--- src/rtl/bw_clk_gclk_pkg.sv ---
// Shared types and defaults for the gclk center divider channels.
package bw_clk_gclk_pkg;

    // Per-channel run state.
    //   OFF   : output held low, counter parked at zero
    //   RUN   : dividing normally
    //   DRAIN : run request gone while high; finish the high phase, then stop
    typedef enum logic [1:0] {
        OFF   = 2'd0,
        RUN   = 2'd1,
        DRAIN = 2'd2
    } ch_state_t;

    // Default divisor field width and ch_en synchroniser depth.
    localparam int DIVW_DEF        = 4;
    localparam int SYNC_STAGES_DEF = 2;

    // A channel counts as running whenever it still owns its output clock.
    function automatic logic is_active(input ch_state_t s);
        return (s != OFF);
    endfunction

endpackage

--- src/rtl/bw_clk_gclk_div_ch.sv ---
// One gclk channel: ch_en synchroniser, run/drain FSM, half-period counter
// and double-buffered divisor (pending -> active).
module bw_clk_gclk_div_ch
    import bw_clk_gclk_pkg::*;
#(
    parameter int DIVW        = DIVW_DEF,
    parameter int SYNC_STAGES = SYNC_STAGES_DEF
) (
    input  logic            clk,
    input  logic            arst_l,
    input  logic            en_i,
    input  logic [DIVW-1:0] div_i,
    input  logic            cfg_load_i,
    output logic            clk_o,
    output logic            sync_o,
    output logic            running_o,
    output logic            pend_o
);

    // Synchroniser chain for the asynchronous run request.
    logic [SYNC_STAGES-1:0] en_sync_q;
    logic                   en_s;

    // Channel state.
    ch_state_t       state_q, state_d;
    logic [DIVW-1:0] cnt_q, cnt_d;
    logic            clk_q, clk_d;
    logic            sync_q, sync_d;
    logic            running_q, running_d;

    // Configuration: pending divisor waits for a safe point, then becomes active.
    logic            pend_q, pend_d;
    logic [DIVW-1:0] div_pend_q, div_pend_d;
    logic [DIVW-1:0] div_act_q, div_act_d;

    // Combinational helpers.
    logic            hit_s;
    logic            fall_s;
    logic            apply_s;
    logic [DIVW-1:0] cnt_inc_s;

    assign en_s = en_sync_q[SYNC_STAGES-1];

    // Shift ch_en through the synchroniser flops.
    always_ff @(posedge clk or negedge arst_l) begin
        if (!arst_l) begin
            en_sync_q <= {SYNC_STAGES{1'b0}};
        end else begin
            en_sync_q <= {en_sync_q[SYNC_STAGES-2:0], en_i};
        end
    end

    // Next-state logic for the run FSM, the counter and the divided clock.
    always_comb begin
        state_d   = state_q;
        cnt_d     = cnt_q;
        clk_d     = clk_q;
        fall_s    = 1'b0;
        hit_s     = (cnt_q == div_act_q);
        cnt_inc_s = cnt_q + DIVW'(1'b1);

        case (state_q)
            OFF: begin
                // Output always restarts from low with a fresh half period.
                clk_d = 1'b0;
                cnt_d = {DIVW{1'b0}};
                if (en_s) begin
                    state_d = RUN;
                end else begin
                    state_d = OFF;
                end
            end

            RUN: begin
                if (!en_s && !clk_q) begin
                    // Stopping while low never produces a runt high pulse.
                    state_d = OFF;
                    clk_d   = 1'b0;
                    cnt_d   = {DIVW{1'b0}};
                end else begin
                    // Keep counting this cycle so the high phase is never cut short.
                    if (hit_s) begin
                        clk_d  = ~clk_q;
                        cnt_d  = {DIVW{1'b0}};
                        fall_s = clk_q;
                    end else begin
                        cnt_d = cnt_inc_s;
                    end
                    if (en_s) begin
                        state_d = RUN;
                    end else if (hit_s) begin
                        // High phase finishes exactly as the request drops.
                        state_d = OFF;
                    end else begin
                        state_d = DRAIN;
                    end
                end
            end

            DRAIN: begin
                // Output is high throughout DRAIN, so a hit is always the falling toggle.
                if (hit_s) begin
                    clk_d  = 1'b0;
                    cnt_d  = {DIVW{1'b0}};
                    fall_s = 1'b1;
                end else begin
                    cnt_d = cnt_inc_s;
                end
                if (en_s) begin
                    // Request came back: resume without disturbing the phase.
                    state_d = RUN;
                end else if (hit_s) begin
                    state_d = OFF;
                end else begin
                    state_d = DRAIN;
                end
            end

            default: begin
                state_d = OFF;
                clk_d   = 1'b0;
                cnt_d   = {DIVW{1'b0}};
            end
        endcase

        sync_d    = clk_d & ~clk_q;
        running_d = is_active(state_d);
    end

    // Pending/active divisor bookkeeping; a same-cycle load always wins.
    always_comb begin
        pend_d     = pend_q;
        div_pend_d = div_pend_q;
        div_act_d  = div_act_q;
        apply_s    = (state_q == OFF) || fall_s;

        if (apply_s && pend_q) begin
            div_act_d = div_pend_q;
            pend_d    = 1'b0;
        end else begin
            div_act_d = div_act_q;
        end

        if (cfg_load_i) begin
            pend_d     = 1'b1;
            div_pend_d = div_i;
        end else begin
            div_pend_d = div_pend_q;
        end
    end

    // Channel state and registered outputs.
    always_ff @(posedge clk or negedge arst_l) begin
        if (!arst_l) begin
            state_q   <= OFF;
            cnt_q     <= {DIVW{1'b0}};
            clk_q     <= 1'b0;
            sync_q    <= 1'b0;
            running_q <= 1'b0;
        end else begin
            state_q   <= state_d;
            cnt_q     <= cnt_d;
            clk_q     <= clk_d;
            sync_q    <= sync_d;
            running_q <= running_d;
        end
    end

    // Configuration registers.
    always_ff @(posedge clk or negedge arst_l) begin
        if (!arst_l) begin
            pend_q     <= 1'b0;
            div_pend_q <= {DIVW{1'b0}};
            div_act_q  <= {DIVW{1'b0}};
        end else begin
            pend_q     <= pend_d;
            div_pend_q <= div_pend_d;
            div_act_q  <= div_act_d;
        end
    end

    assign clk_o     = clk_q;
    assign sync_o    = sync_q;
    assign running_o = running_q;
    assign pend_o    = pend_q;

endmodule

--- src/rtl/bw_clk_gclk_center_nch.sv ---
// gclk center driver: NCH independent divided, gated clocks from one root clock.
module bw_clk_gclk_center_nch
    import bw_clk_gclk_pkg::*;
#(
    parameter int NCH         = 3,
    parameter int DIVW        = DIVW_DEF,
    parameter int SYNC_STAGES = SYNC_STAGES_DEF
) (
    input  logic                clk,
    input  logic                arst_l,
    input  logic [NCH-1:0]      ch_en,
    input  logic [NCH*DIVW-1:0] ch_div,
    input  logic                cfg_load,
    output logic [NCH-1:0]      clk_out,
    output logic [NCH-1:0]      sync_out,
    output logic [NCH-1:0]      ch_running,
    output logic                cfg_busy
);

    logic [NCH-1:0] pend_s;

    for (genvar i = 0; i < NCH; i++) begin : g_ch
        bw_clk_gclk_div_ch #(
            .DIVW        (DIVW),
            .SYNC_STAGES (SYNC_STAGES)
        ) u_ch (
            .clk        (clk),
            .arst_l     (arst_l),
            .en_i       (ch_en[i]),
            .div_i      (ch_div[i*DIVW +: DIVW]),
            .cfg_load_i (cfg_load),
            .clk_o      (clk_out[i]),
            .sync_o     (sync_out[i]),
            .running_o  (ch_running[i]),
            .pend_o     (pend_s[i])
        );
    end

    // Busy while any channel still holds an unapplied divisor (pend bits are flops).
    assign cfg_busy = |pend_s;

endmodule

--- config.mk ---
export PLATFORM = sky130hd
export DESIGN_NAME = bw_clk_gclk_center_nch
export DESIGN_NICKNAME = d
export VERILOG_FILES = /design/src/rtl/bw_clk_gclk_pkg.sv /design/src/rtl/bw_clk_gclk_div_ch.sv /design/src/rtl/bw_clk_gclk_center_nch.sv
export SDC_FILE = /design/constraint.sdc
export NUM_CORES = 1
export LEC_CHECK = 0
export BUFFER_PORTS_ARGS = -buffer_cell sky130_fd_sc_hd__buf_2
export CELL_PAD_IN_SITES_DETAIL_PLACEMENT = 1
export CELL_PAD_IN_SITES_GLOBAL_PLACEMENT = 1
export CORE_ASPECT_RATIO = 0.6
export CORE_UTILIZATION = 47
export CTS_CLUSTER_DIAMETER = 80
export DETAILED_ROUTE_END_ITERATION = 8
export MAX_ROUTING_LAYER = met4
export PLACE_DENSITY_LB_ADDON = 0.15
export SETUP_SLACK_MARGIN = 0.02
export SLEW_MARGIN = 10
export SYNTH_ARGS = -nofsm -noshare
export SYNTH_HDL_FRONTEND = slang
export SYNTH_SLANG_ARGS = --single-unit
export TNS_END_PERCENT = 100
--- constraint.sdc ---
create_clock -name clk -period 2 [get_ports clk]
set_input_delay 0.2 -clock clk [delete_from_list [all_inputs] [get_ports clk]]
set_output_delay 0.2 -clock clk [all_outputs]
set_load 0.03 [all_outputs]
==> summary.md <==
| Metric | Value |
|---|---|
| Outcome | `finished with violations` |
| Failing checks | `setup timing` |
| Final min period | `2.003 ns` |
| Net count after synthesis | `271` |
| Clk slew on worst S/H paths | `0.07 ns` |
| Largest net degree at the start of global routing | `61` |
| Pwr dens | `1098 mW/mm2` |
| Mapped Area | `0.002829 mm2` |
| # diodes | `0` |
| Clk_lat worst skew | `0.34 ns` |
| Yosys Warn Count | `0` |
| Synth top area cells | `dfrtp_1 53%, mux2_2 9.6%, ha_1 9.3%, xnor2_1 4.6%, inv_1 2.7%` |
| Sinks on Clock Net | `60` |
| Buffers on Ports | `27` |
| FF+latch count, synth | `60` |
| Via count | `1,877` |
| Post-synth top area share | `0.5307` |
| # rows | `21` |
| Final max-slew violation count | `0` |
| Vias in the first global route | `1,770` |
| Clock Tree Root | `clkbuf_8` |
| Place WS | `0.02487 ns` |
| Initial Util | `0.4985` |
| Top cells by count, synth | `60 x dfrtp_1, 24 x mux2_2, 21 x ha_1` |
| Peak supply drop | `0.5724 mV` |
| Worst hold-check path type | `input port to flop` |
| Vias per inst | `5.171` |
| Critical-path top delay cell | `dfrtp_1` |
| Yosys top cell by area | `dfrtp_1` |
| Layout cells sized above 1 | `0.3781` |
| Hold violation total from the final report | `0` |
| Top-count cell post-synth | `dfrtp_1` |
| Max Freq | `499.3 MHz` |
| Die footprint | `0.006344 mm2` |
| Measured slew at the worst slew-check pin | `0.4676 ns` |
| DRT iter0 DRCs | `59` |
| LEAKAGE | `0.001637 uW` |
| Max Cap Viol | `0` |
| Setup violators final | `2` |
| Die Height | `62.10 um` |
| Post-route antenna net violation count | `0` |
| Crit-path max FO | `3` |
| Crit start category | `flop` |
| Total iterations of the first detailed-routing run | `4` |
| Area Growth Syn to Fin | `23.00%` |
| Final Net Count | `317` |
| Dpl hpwl | `3.962 mm` |
| Top FF cell, synth | `dfrtp_1` |
| Critical path class | `flop to flop` |
| Core footprint | `0.005675 mm2` |
| Asr flop ratio synth | `1.000` |
| Slew headroom | `0.6850` |
| CTS tree | `done` |
| Avg Inst Size Synth | `12.19 um2` |
| Post-synthesis sequential area ratio | `0.5307` |
| RSZ-0062 raised after global routing | `yes` |
| Clock Skew | `0.01276 ns` |
| Period utilization | `1.001` |
| CP required | `2.23 ns` |
| Slowest cell delay on critical path | `0.44 ns` |
| Drt drc | `0` |
| Drt wl/cell | `17.26 um` |
| Routed WL | `6.267 mm` |
| EDFF count, synth | `0` |
| Width of the chip | `102.2 um` |
| Worst setup margin | `-0.002891 ns` |
| Num CTS Buffers | `9` |
| Worst EP arrival | `2.23 ns` |
| Global-route wire length before repair | `9.204 mm` |
| Yosys cell types | `26` |
| Buffers & Inverters on Critical Path | `2` |
| Crit-path leading delay family | `flip-flops` |
| Total grt overflow | `0` |
| Routability congestion estimate | `0.7539` |
| H-tree depth reported by CTS | `3` |
| # IOs | `28` |
| Final setup TNS | `-0.005213 ns` |
| Cell Chain, Critical Path | `xnor2_2 -> nand4_2 -> inv_2 -> ha_4 -> a31oi_1 -> o22ai_2 -> buf_4 -> mux2_2` |
| Type of element capturing the critical path | `flop` |
| Gr usage total | `0.2129` |
| Clock buffer depth | `2` |
| Cells after synthesis | `232` |
| Initial antenna violation count | `0` |
-- registers in the layout (all words and copies together) (netlist names) --
register	flops
g_ch.u_ch.clk_o	3
g_ch.u_ch.div_act_q	12
g_ch.u_ch.cnt_q	12
g_ch.u_ch.running_o	3
g_ch.u_ch.sync_o	3
g_ch.u_ch.en_sync_q	6
g_ch.u_ch.state_q	6
g_ch.u_ch.div_pend_q	12
g_ch.u_ch.pend_o	3
-- final cells by class --
cell class / instances / area [um2]
Multi-Input combinational cell: 142 / 1304
Clock buffer: 12 / 155.1
Clock inverter: 4 / 47.55
Timing Repair Buffer: 45 / 292.8
Inverter: 20 / 75.07
Fill cell: 588 / 2196
Sequential cell: 60 / 1505
Tap cell: 80 / 100.1
-- placed cells by master (no fill, tap or decap), types with 2 or more instances in the layout --
| cell type | synthesis | final |
|---|---|---|
| a2111oi_2 | 2 | 2 |
| a31oi_1 | 6 | 6 |
| and2_1 | 2 | 2 |
| buf_2 | 1 | 27 |
| buf_4 | 9 | 13 |
| clkbuf_8 | 0 | 11 |
| clkinv_2 | 0 | 2 |
| dfrtp_1 | 60 | 57 |
| dfrtp_2 | 0 | 3 |
| dlygate4sd3_1 | 0 | 4 |
| ha_1 | 21 | 19 |
| inv_1 | 20 | 18 |
| inv_2 | 0 | 2 |
| mux2_2 | 24 | 17 |
| mux2_4 | 0 | 7 |
| nand2_1 | 5 | 5 |
| nand3_1 | 7 | 7 |
| nand4_2 | 3 | 3 |
| nor2_1 | 15 | 15 |
| nor2b_1 | 4 | 4 |
| nor3_1 | 3 | 3 |
| nor3b_1 | 3 | 3 |
| o211ai_1 | 3 | 3 |
| o21a_1 | 6 | 6 |
| o21ai_0 | 12 | 11 |
| o22ai_1 | 2 | 2 |
| o22ai_2 | 3 | 3 |
| xnor2_1 | 15 | 4 |
| xnor2_2 | 0 | 11 |
| xor2_1 | 3 | 3 |
-- metrics by stage --
stage	power, uW	hold WS (ns)	cells	util	area [um2]
2_1_floorplan	2232	-0.09559	232	-	2829
3_5_place_dp	2479	0.2358	333	0.5346	3034
3_3_place_gp	2425	0.2319	333	0.5346	3034
5_1_grt	4015	0.08617	363	0.6131	3480
6_report	3821	0.09316	363	0.6131	3480
4_1_cts	3639	0.08292	353	0.5813	3299
-- logic make-up after synthesis --
family,Yosys count,share of synthesized area
adders and majority gates,21,0.09288
AOI/OAI and AO/OA,36,0.09200
muxes,24,0.09553
DFF,60,0.5307
xor gates and xnor gates,18,0.05573
and+or+nand+nor,43,0.08093
buffers and inverters,30,0.05219
-- routing by layer --
metal | track usage | vias to the layer above | share of wire
met5 | - | - | 0
met4 | 0.06735 | 0 | 0.011
met2 | 0.3241 | 42 | 0.48
met1 | 0.2785 | 947 | 0.48
li1 | - | 879 | -
met3 | 0.06040 | 9 | 0.034
-- timing repair --
item / 4_1_cts / 5_1_grt
buffers inserted: 0 / 10
endpoints found under the hold margin: 63 / 0
hold buffers: 4 / 0
gates resized for setup: 3 / 24
setup endpoints to repair: 1 / 12
pin swaps: 1 / 9
-- report_power, final --
part / switching (uW) / leakage [uW] / internal, uW
combinational: 515 / 0.000792 / 561
sequential: 193 / 0.000743 / 1420
clock: 488 / 0.000102 / 640
-- worst paths after layout --
path                            slack (ns)                       from                          to  cells past startpoint
max in group asynchronous             1.33                     arst_l      g_ch[1].u_ch.running_o                      3
worst min register to register        0.35  g_ch[1].u_ch.en_sync_q[0]   g_ch[1].u_ch.en_sync_q[1]                      0
worst max-delay path                -0.003      g_ch[0].u_ch.cnt_q[1]   g_ch[0].u_ch.div_act_q[1]                      8
worst max register to register      -0.003      g_ch[0].u_ch.cnt_q[1]   g_ch[0].u_ch.div_act_q[1]                      8
worst min-delay path                  0.09                  ch_div[6]  g_ch[1].u_ch.div_pend_q[2]                      2
min in group asynchronous             0.39                     arst_l     g_ch[1].u_ch.state_q[0]                      3
(Power assumes the default switching activity.)
